File: src/rtl/pipe_stage_buf.sv
// Elastic pipeline-stage buffer: valid/ready handshake, hazard hold/flush with
// bubble injection, optional 2-entry skid mode and a saturating starvation counter.
module pipe_stage_buf #(
  parameter int unsigned      WIDTH      = 64,
  parameter int unsigned      SKID       = 1,
  parameter logic [WIDTH-1:0] BUBBLE_VAL = '0,
  parameter int unsigned      CNT_W      = 16
) (
  input  logic             clk,
  input  logic             reset,
  input  logic             in_valid,
  output logic             in_ready,
  input  logic [WIDTH-1:0] in_data,
  output logic             out_valid,
  input  logic             out_ready,
  output logic [WIDTH-1:0] out_data,
  input  logic             hold,
  input  logic             flush,
  output logic [1:0]       occupancy,
  output logic [CNT_W-1:0] starve_cnt
);

  logic             m_valid;
  logic             m_valid_d;
  logic [WIDTH-1:0] m_data;
  logic [WIDTH-1:0] m_data_d;
  logic             s_valid;
  logic             in_fire;
  logic             out_fire;

  assign out_data  = m_data;
  assign out_valid = m_valid & ~hold & ~reset;
  assign in_fire   = in_valid & in_ready;
  assign out_fire  = out_valid & out_ready;
  assign occupancy = 2'(m_valid) + 2'(s_valid);

  generate
    if (SKID != 0) begin : g_skid
      logic             s_valid_d;
      logic [WIDTH-1:0] s_data;
      logic [WIDTH-1:0] s_data_d;

      // Ready looks only at registered skid state, breaking the out_ready path.
      assign in_ready = ~s_valid & ~hold & ~flush & ~reset;

      always_comb begin
        // NOTE: every target gets a default first so no path can infer a latch.
        m_valid_d = m_valid;
        m_data_d  = m_data;
        s_valid_d = s_valid;
        s_data_d  = s_data;
        if (flush) begin
          m_valid_d = 1'b0;
          m_data_d  = BUBBLE_VAL;
          s_valid_d = 1'b0;
          s_data_d  = BUBBLE_VAL;
        end else if (!hold) begin
          if (!m_valid || out_fire) begin
            if (s_valid) begin
              m_valid_d = 1'b1;
              m_data_d  = s_data;
              s_valid_d = in_fire;
              if (in_fire) s_data_d = in_data;
            end else if (in_fire) begin
              m_valid_d = 1'b1;
              m_data_d  = in_data;
            end else begin
              m_valid_d = 1'b0;
            end
          end else if (in_fire) begin
            s_valid_d = 1'b1;
            s_data_d  = in_data;
          end
        end
      end

      always_ff @(posedge clk) begin
        if (reset) begin
          s_valid <= 1'b0;
          s_data  <= BUBBLE_VAL;
        end else begin
          s_valid <= s_valid_d;
          s_data  <= s_data_d;
        end
      end
    end else begin : g_single
      assign s_valid  = 1'b0;
      assign in_ready = (~m_valid | out_ready) & ~hold & ~flush & ~reset;

      always_comb begin
        m_valid_d = m_valid;
        m_data_d  = m_data;
        if (flush) begin
          m_valid_d = 1'b0;
          m_data_d  = BUBBLE_VAL;
        end else if (!hold) begin
          if (in_fire) begin
            m_valid_d = 1'b1;
            m_data_d  = in_data;
          end else if (out_fire) begin
            m_valid_d = 1'b0;
          end
        end
      end
    end
  endgenerate

  always_ff @(posedge clk) begin
    // NOTE: non-blocking assignments so every register samples pre-edge values.
    // NOTE: the payload is reset as well, since BUBBLE_VAL must be visible on out_data.
    if (reset) begin
      m_valid <= 1'b0;
      m_data  <= BUBBLE_VAL;
    end else begin
      m_valid <= m_valid_d;
      m_data  <= m_data_d;
    end
  end

  always_ff @(posedge clk) begin
    if (reset) begin
      starve_cnt <= '0;
    end else if (out_ready && !m_valid && !hold && !flush && (starve_cnt != {CNT_W{1'b1}})) begin
      starve_cnt <= starve_cnt + CNT_W'(1);
    end
  end

endmodule

File: config.mk
export PLATFORM = sky130hd
export DESIGN_NAME = pipe_stage_buf
export DESIGN_NICKNAME = d
export VERILOG_FILES = /design/src/rtl/pipe_stage_buf.sv
export SDC_FILE = /design/constraint.sdc
export NUM_CORES = 1
export LEC_CHECK = 0
export ABC_AREA = 1
export BUFFER_PORTS_ARGS = -buffer_cell sky130_fd_sc_hd__buf_4
export CORE_UTILIZATION = 60
export CTS_BUF_LIST = sky130_fd_sc_hd__clkbuf_8
export DETAILED_ROUTE_END_ITERATION = 7
export PLACE_DENSITY = 0.95
export REMOVE_ABC_BUFFERS = 1
export SETUP_SLACK_MARGIN = 0.1
export SLEW_MARGIN = 20
export SYNTH_ARGS = -nofsm -noshare
export SYNTH_HDL_FRONTEND = slang
export SYNTH_SLANG_ARGS = --single-unit
File: constraint.sdc
create_clock -name clk -period 3 [get_ports clk]
set_input_delay 0 -clock clk [delete_from_list [all_inputs] [get_ports clk]]
set_output_delay 0 -clock clk [all_outputs]
set_load 0.02 [all_outputs]
==> results.rst, run 1 <==
.. list-table::
   :header-rows: 1

   * - Metric
     - Value
   * - Row count
     - 37
   * - Maximum number of pins on one net before global-route repair
     - between 60 and 70
   * - Inserted Clock Buffers
     - 17
   * - First-pass GRT wire length
     - about 32 mm
   * - Syn. warnings
     - 0
   * - Detailed Place HPWL
     - 10.1 mm
   * - Worst VDD drop
     - between 0.3 and 0.4 mV
   * - Cells on worst reg2reg path
     - 8
   * - Mux share of post-synthesis cell area
     - 0%
   * - Reg2reg start
     - s_valid
   * - Critical R2R Capture
     - out_data[15]
   * - Detailed-routed wire length on met2
     - about 9.6 mm
   * - Internal reg-to-reg setup slack
     - 0.77 ns
   * - Remaining antenna violation count after routing
     - 0
   * - Setup clock skew after layout
     - between 0.015 and 0.02 ns
   * - Floorplan Core Area
     - 10400 um^2
   * - Number of remaining DRC errors
     - 0
   * - Number of global-route vias before repair
     - a little under 7000
   * - Max Fanout on Critical Path
     - 65
   * - Cell Area, Synth
     - 6440 um^2
   * - Worst setup slack after placement
     - roughly 0.94 ns
   * - Post-synthesis simple-gate area fraction
     - 35.0%
   * - Run status
     - finished clean
   * - Relative slew slack
     - between 30% and 40%
   * - Endpoint class of the critical path
     - flip-flop
   * - Weighted congestion reported at the end of routability-driven placement
     - roughly 0.87
   * - Cell count after synthesis
     - approximately 940
   * - Uppermost metal layer occupied by signal nets
     - met4
   * - Post-synth cell types
     - 24
   * - GRT Residual Overflow
     - 0
   * - Number of vias after detailed routing
     - between 7000 and 8000
   * - Critical Path Source Type
     - flip-flop
   * - Met1 wire length
     - roughly 7.6 mm
   * - Layout cell share with drive strength beyond 1
     - between 10% and 20%
   * - Maximum frequency from static timing analysis
     - roughly 450 MHz
   * - Fin cells
     - around 1300
   * - CP arrival
     - approximately 2.6 ns
   * - Final routed wirelength across all metal layers
     - 19.9 mm
   * - Type of the worst setup path
     - flip-flop to flip-flop
   * - Nets
     - 1197
   * - TritonCTS clock tree
     - built
   * - Leading post-synthesis cells by cell area
     - sky130_fd_sc_hd__dfxtp_1 (45%), sky130_fd_sc_hd__nand2_1 (18%), sky130_fd_sc_hd__nor2_1 (8.9%)
   * - Worst hold path stage count
     - 5
   * - Count of instances resized after the clock tree is built
     - 0
   * - Leading area contributor after synthesis
     - sky130_fd_sc_hd__dfxtp_1
   * - WL per Instance
     - ~16 um
   * - H-tree levels
     - 4
   * - DIE HEIGHT
     - around 110 um
   * - Avg Synthesized Cell Area
     - about 6.8 um^2
   * - RSZ-0062 raised after global routing
     - false
   * - Clock-pin slew on the worst setup and hold paths
     - around 0.090 ns
   * - Destination of the worst hold path
     - m_valid
   * - Diodes inserted
     - 0
   * - Period minus WS final
     - 2.23 ns
   * - Area fraction in compound gates after synthesis
     - 11.1%
   * - Minimum setup slack in the final design
     - ~0.77 ns
   * - Startpoint of the worst hold path
     - hold
   * - DIE WIDTH
     - ~110 um
   * - Power density cells
     - 468 nW/um^2
   * - Buffers on Ports
     - about 150
   * - First-pass iteration count of the detailed router
     - 5
   * - Post-Route Utilization
     - roughly 82%
   * - Maximum clock insertion buffer count
     - 2
   * - Drt initial violations
     - between 800 and 900
   * - Share of synthesized cell area in full adder, half adder and majority cells
     - less than 1%
   * - Max-cap violations
     - 0
   * - Final hold violation count
     - 0
   * - Starting utilization of the core area
     - about 62%
   * - Period utilisation layout
     - 74.2%
   * - Number of vias per cell after detailed routing
     - 5.65
   * - IO Count
     - between 150 and 200
   * - Worst Tran Pin Value
     - about 1.0 ns
   * - Number of buffers inserted to repair setup after CTS
     - 0
   * - Insertion delay to the later sink of the worst-skew pair
     - between 0.4 and 0.5 ns
   * - Antenna violations before repair
     - 0
   * - Final slew viol count
     - 0
   * - Combinational family with the most area after synthesis
     - simple AND/OR/NAND/NOR gates
   * - Final setup violating endpoints
     - 0
   * - Commonest register cell after synthesis
     - sky130_fd_sc_hd__dfxtp_1
   * - Register bit total from synthesis
     - ~150
   * - Number of sinks driven by the clock tree
     - 146
   * - Die footprint
     - 11200 um^2
   * - Post-synth ARST share
     - 0%
   * - Class of the tightest hold or removal check
     - input port to flip-flop
   * - Clock tree root driver cell
     - sky130_fd_sc_hd__clkbuf_8
   * - Area overhead of the layout relative to synthesis
     - 32.5%
   * - Met3 wirelength from detailed routing
     - between 1.5 and 2 mm
   * - Portion of synthesized cell area occupied by the leading cell type
     - between 40% and 50%
   * - GRT Util Overall
     - a little over a third
   * - Critical path data required time
     - between 3 and 4 ns
   * - EDFF count, synth
     - 0
   * - XOR/XNOR share of the synthesized area
     - less than 1%
   * - DP Cell Count
     - between 1000 and 1500
   * - Static leakage
     - just under 4 nW
   * - Filler cell count in the final layout
     - ~650
   * - Portion of the post-synthesis area used by sequential elements
     - approximately 45%
==> layer usage <==
| metal | global-route usage, % | up-vias |
|---|---|---|
| li1 | - | 3367 |
| met1 | 43.6 | 3262 |
| met2 | 60.6 | 477 |
| met3 | 7.24 | 87 |
| met4 | 17.7 | 0 |
| met5 | 0 | - |
==> area by class of cell <==
cell class	count	area (um^2)	area share (%)
flip-flops and latches	146	2920	34.2
inverters	22	82.6	0.967
multi-input cells	710	3050	35.7
well taps	136	170	1.99
clock inverters	15	205	2.40
clock buffers	17	234	2.74
repair buffers	228	1880	22.0
==> sequential cells by signal, summed over array words and instances (netlist names) <==
| signal | cells |
|---|---|
| s_valid | 1 |
| out_data | 64 |
| m_valid | 1 |
| g_skid.s_data | 64 |
| starve_cnt | 16 |
==> synth_stat cells (2+ instances only) <==
cell type	number
sky130_fd_sc_hd__a21oi_1	77
sky130_fd_sc_hd__buf_1	8
sky130_fd_sc_hd__buf_2	16
sky130_fd_sc_hd__buf_4	6
sky130_fd_sc_hd__buf_6	15
sky130_fd_sc_hd__clkbuf_1	20
sky130_fd_sc_hd__dfxtp_1	146
sky130_fd_sc_hd__ha_1	2
sky130_fd_sc_hd__inv_1	18
sky130_fd_sc_hd__inv_2	4
sky130_fd_sc_hd__nand2_1	317
sky130_fd_sc_hd__nand2_2	3
sky130_fd_sc_hd__nand3_1	74
sky130_fd_sc_hd__nand4_1	6
sky130_fd_sc_hd__nor2_1	153
sky130_fd_sc_hd__nor2_2	2
sky130_fd_sc_hd__nor2_4	2
sky130_fd_sc_hd__o21ai_0	6
sky130_fd_sc_hd__o21ai_1	60
sky130_fd_sc_hd__xor2_1	4
==> report_power, final <==
part	leakage [nW]	switching [mW]	total [mW]	internal, mW
combinational	2.45	0.174	0.332	0.158
clock	0.219	0.799	1.72	0.918
sequential	1.18	0.00564	1.95	1.94
total	3.84	0.978	4.00	3.02
==> cell usage in the layout (no fill, tap or decap), drive strengths merged, types with 17 or more instances in the layout <==
cell / instances
nor2: 157
dlygate4sd3: 66
a21oi: 77
o21ai: 66
inv: 26
clkbuf: 17
nand3: 74
buf: 162
dfxtp: 146
nand2: 321
==> worst max-delay path, cell delays in order, from the launching register on <==
cell and delay [ns]:
sky130_fd_sc_hd__dfxtp_2 0.33, sky130_fd_sc_hd__inv_2 0.27, sky130_fd_sc_hd__nand2_1 0.15, sky130_fd_sc_hd__nor2_4 0.16, sky130_fd_sc_hd__nand2_4 0.07, sky130_fd_sc_hd__nand2_2 0.07, sky130_fd_sc_hd__buf_4 0.58, sky130_fd_sc_hd__nand3_1 0.21
sky130_fd_sc_hd__a21oi_1 0.28
==> repair_timing <==
item / CTS / global route
setup endpoints to repair: 0 / 0
endpoints found under the hold margin: 138 / 0
hold buffers: 66 / 0
==> worst max-delay path by stage <==
stage	start	to	slack [ns]	cells past startpoint
2_1_floorplan	s_valid	out_data[0]	-1.49	8
3_3_place_gp	starve_cnt[0]	starve_cnt[15]	1.01	9
5_1_grt	s_valid	out_data[15]	0.70	8
6_report	s_valid	out_data[15]	0.77	8
3_5_place_dp	s_valid	out_data[1]	0.94	8
4_1_cts	s_valid	out_data[45]	0.93	8
==> logic make-up (layout without fill, tap and decap cells) <==
family | after synthesis | after routing
and+or+nand+nor | 560 | 560
buffers and inverters | 87 | 282
adders and majority gates | 2 | 2
DFF | 146 | 146
AOI/OAI and AO/OA | 143 | 143
xor gates and xnor gates | 5 | 5
==> metrics by stage <==
| step | hold slack [ns] | TNS [ns] | area, um^2 | total power [mW] |
|---|---|---|---|---|
| floorplan | 0.0548 | -154.37 | 6040 | 2.10 |
| global placement | 0.231 | 0 | 7440 | 2.24 |
| detailed placement | 0.238 | 0 | 7440 | 2.24 |
| CTS | 0.0855 | 0 | 8540 | 3.97 |
| global route | 0.147 | 0 | 8540 | 4.11 |
| finish | 0.112 | 0 | 8540 | 4.00 |
Power figures use the tool's default switching activity.
==> inputs of run 2 (changes only) <==
--- a/config.mk
+++ b/config.mk
@@ -5,12 +5,12 @@
 export SDC_FILE = /design/constraint.sdc
 export NUM_CORES = 1
 export LEC_CHECK = 0
-export ABC_AREA = 1
+export ABC_AREA = 0
 export BUFFER_PORTS_ARGS = -buffer_cell sky130_fd_sc_hd__buf_4
-export CORE_UTILIZATION = 60
+export CORE_UTILIZATION = 55
 export CTS_BUF_LIST = sky130_fd_sc_hd__clkbuf_8
 export DETAILED_ROUTE_END_ITERATION = 7
-export PLACE_DENSITY = 0.95
+export PLACE_DENSITY = 0.9
 export REMOVE_ABC_BUFFERS = 1
 export SETUP_SLACK_MARGIN = 0.1
 export SLEW_MARGIN = 20
==> constraint.sdc (replaced) <==
create_clock -name clk -period 2.2 [get_ports clk]
set_input_delay 0 -clock clk [delete_from_list [all_inputs] [get_ports clk]]
set_output_delay 0 -clock clk [all_outputs]
set_load 0.02 [all_outputs]
==> run 2 against run 1 <==
Against the previous run:
- combinational power is 45% higher
- sequential power is 37% higher
- core utilization is 1.8 points lower
- largest cell class is now flip-flops and latches
==> results.rst, run 2 <==
.. list-table::
   :header-rows: 1

   * - Metric
     - Value
   * - Nets
     - 951 (-21%)
   * - DP Cell Count
     - 923 (-22%)
   * - Power density cells
     - 674 nW/um^2 (+44%)
   * - GRT Residual Overflow
     - 0 (unchanged)
   * - Worst VDD drop
     - 0.530 mV (+72%)
   * - Net switching fraction of the power
     - 22.3% (-2.2 points)
   * - Worst setup slack after placement
     - 0.248 ns (-0.695 ns)
   * - Max-cap violations
     - 0 (unchanged)
   * - Final setup violating endpoints
     - 0 (unchanged)
   * - DIE WIDTH
     - 106 um (+0.12%)
   * - Fin cells
     - 1028 (-19%)
   * - Leading post-synthesis cells by cell area
     - sky130_fd_sc_hd__dfxtp_1 (49%), sky130_fd_sc_hd__mux2i_1 (11%), sky130_fd_sc_hd__nand2_1 (8.4%)
   * - TritonCTS clock tree
     - built
   * - Setup_tns
     - 0 ns (unchanged)
   * - Most numerous cell types in the synthesized netlist
     - sky130_fd_sc_hd__dfxtp_1 (146), sky130_fd_sc_hd__nand2_1 (132), sky130_fd_sc_hd__a21oi_1 (78), sky130_fd_sc_hd__nor2_1 (69), sky130_fd_sc_hd__mux2i_1 (65)
   * - IO Count
     - 154 (unchanged)
   * - Clock-pin slew on the worst setup and hold paths
     - 0.08 ns (about the same)
   * - Weighted congestion reported at the end of routability-driven placement
     - 0.916 (+5.5%)
   * - Hold Worst Slack
     - 0.151 ns (+0.0383 ns)
   * - Run status
     - finished clean
   * - Maximum frequency from static timing analysis
     - about 480 MHz
   * - Layout cell share with drive strength beyond 1
     - 23.2% (+4.8 points)
   * - Leading area contributor after synthesis
     - sky130_fd_sc_hd__dfxtp_1
   * - Cell count after synthesis
     - 676 (-28%)
   * - Inserted Clock Buffers
     - 17 (unchanged)
   * - H-tree levels
     - 4 (unchanged)
   * - Portion of synthesized cell area occupied by the leading cell type
     - 49.4% (+4.0 points)
   * - First-pass GRT wire length
     - 28.0 mm (-13%)
   * - Register bit total from synthesis
     - 146 (unchanged)
   * - Total internal power
     - 4.37 mW (+45%)
   * - Maximum number of pins on one net before global-route repair
     - 96 (+45%)
   * - First-pass iteration count of the detailed router
     - 7 (+2)
   * - Floorplan Core Area
     - 10400 um^2 (unchanged)
   * - Type of the worst setup path
     - input port to flip-flop
   * - Final routed wirelength across all metal layers
     - 18.5 mm (-7.1%)
   * - Final slew viol count
     - 0 (unchanged)
   * - Avg Synthesized Cell Area
     - 8.76 um^2 (+28%)
   * - Row count
     - 37 (unchanged)
   * - Number of sinks driven by the clock tree
     - 146 (unchanged)
   * - Library cell with the highest instance count after synthesis
     - sky130_fd_sc_hd__dfxtp_1
   * - Internal reg-to-reg setup slack
     - 0.21 ns (-0.56 ns)
   * - Post-synth ARST share
     - 0% (unchanged)
   * - EDFF count, synth
     - 0 (unchanged)
   * - Commonest register cell after synthesis
     - sky130_fd_sc_hd__dfxtp_1
   * - Number of global-route vias before repair
     - 5901 (-13%)
   * - Clock tree root driver cell
     - sky130_fd_sc_hd__clkbuf_8
   * - Insertion delay to the later sink of the worst-skew pair
     - 0.46 ns (+0.02 ns)
   * - Critical path data required time
     - 2.57 ns (-0.77 ns)
   * - Leading cell type in the layout, fill and taps excluded
     - sky130_fd_sc_hd__buf_4
   * - Number of vias after detailed routing
     - 6034 (-16%)
   * - Area overhead of the layout relative to synthesis
     - 41.0%
   * - Maximum clock insertion buffer count
     - 2 (unchanged)
   * - Drt initial violations
     - 490 (-40%)
   * - Class of the tightest hold or removal check
     - input port to flip-flop
   * - Starting utilization of the core area
     - 57.1% (-5.0 points)
   * - Minimum setup slack in the final design
     - 0.123 ns (-0.649 ns)
   * - Cell Area, Synth
     - 5920 um^2 (-8.1%)
   * - Detailed Place HPWL
     - 9.53 mm (-5.9%)
   * - Remaining antenna violation count after routing
     - 0 (unchanged)
   * - Relative slew slack
     - 43.1% (+9.7 points)
   * - Final hold violation count
     - 0 (unchanged)
   * - Clock Power Share
     - 43.9% (+0.9 points)
   * - Period minus WS final
     - around 2.1 ns
   * - Endpoint class of the critical path
     - flip-flop
   * - Gate power share
     - 8.6% (+0.3 points)
   * - Most used cells in the layout excluding fill and tap cells
     - sky130_fd_sc_hd__buf_4 (162), sky130_fd_sc_hd__dfxtp_1 (145), sky130_fd_sc_hd__nand2_1 (132)
   * - Diodes inserted
     - 0 (unchanged)
   * - Syn. warnings
     - 0 (unchanged)
   * - Worst Tran Pin Value
     - 0.853 ns (-0.143 ns)
   * - GRT Util Overall
     - 31.9% (-4.0 points)
   * - Net switching power
     - 1.25 mW (+28%)
   * - Die footprint
     - 11200 um^2 (+0.24%)
   * - Portion of the post-synthesis area used by sequential elements
     - 49.4% (+4.0 points)
   * - Antenna violations before repair
     - 0 (unchanged)
   * - RSZ-0062 raised after global routing
     - false
   * - WL per Instance
     - 18.0 um (+15%)
   * - Max Fanout on Critical Path
     - 25 (-62%)
   * - Post-synth cell types
     - 34 (+42%)
   * - Static leakage
     - 3.02 nW (-21%)
   * - Number of vias per cell after detailed routing
     - 5.87 (+4.0%)
   * - Setup clock skew after layout
     - 0.0117 ns (-0.00669 ns)
   * - Period utilisation layout
     - 94.4%
   * - CP arrival
     - 2.44 ns (-0.12 ns)
   * - Sequential cell fraction of total power
     - 47.5% (-1.2 points)
   * - Number of remaining DRC errors
     - 0 (unchanged)
   * - Critical Path Source Type
     - input port
   * - DIE HEIGHT
     - 106 um (+0.12%)
   * - Buffers on Ports
     - 153 (unchanged)
## run 2: kinds of logic after synthesis
family,Yosys count,share of synthesized area [%]
muxes,67,11.4
buffers and inverters,56,4.42
adders and majority gates,2,0.423
DFF,146,49.4
AOI/OAI and AO/OA,155,16.2
xor gates and xnor gates,1,0.148
and+or+nand+nor,249,18.1
## run 2: final timing paths
kind	start	to	depth (start not counted)
max	reset	out_data[23]	8
min	flush	starve_cnt[4]	6
max reg2reg	s_valid	g_skid.s_data[57]	5
min reg2reg	g_skid.s_data[22]	g_skid.s_data[22]	2
## run 2: area by class of cell
cell class              instances  area, um^2
flip-flops and latches        146        2930
multi-input cells             474        2760
inverters                       2        7.51
fillers                       546        2020
clock inverters                11         181
well taps                     136         170
clock buffers                  21         289
repair buffers                238        2020
## run 2: routing by layer
metal | part of all wire [%] | GRT usage [%]
met1 | 38 | 34.8
met2 | 50 | 55.3
met3 | 8.2 | 8.91
met4 | 3.8 | 18.5
met5 | 0 | 0
## run 2: critical path: stages
cell                            delay, ns
sky130_fd_sc_hd__dlygate4sd3_1       0.54
sky130_fd_sc_hd__buf_4               0.22
sky130_fd_sc_hd__or4b_1              0.54
sky130_fd_sc_hd__a221oi_4            0.34
sky130_fd_sc_hd__buf_4               0.20
sky130_fd_sc_hd__buf_6               0.25
sky130_fd_sc_hd__nor2_1              0.08
sky130_fd_sc_hd__a211oi_1            0.26
## run 2: repair_timing
action,in CTS,in global routing
gates cloned,0,2
endpoints found under the hold margin,143,0
endpoints found under the setup margin,2,6
buffers inserted,0,2
pin swaps,0,1
hold buffers,69,0
resized for setup,1,3
## run 2: metrics by stage
step                area, um^2  power, mW  util [%]
global placement          7130       3.07      68.8
finish                    8350       5.62      80.5
global route              8350       5.75      80.5
CTS                       8300       5.59      80.0
detailed placement        7130       3.09      68.8
floorplan                 5670       2.90         -
## run 2: power by group through the flow
stage	Sequential [mW]	Clock, mW	Combinational (mW)
3_3_place_gp	2.73	0	0.342
2_1_floorplan	2.76	0	0.142
4_1_cts	2.67	2.46	0.456
6_report	2.67	2.47	0.483
5_1_grt	2.67	2.57	0.509
3_5_place_dp	2.73	0	0.354
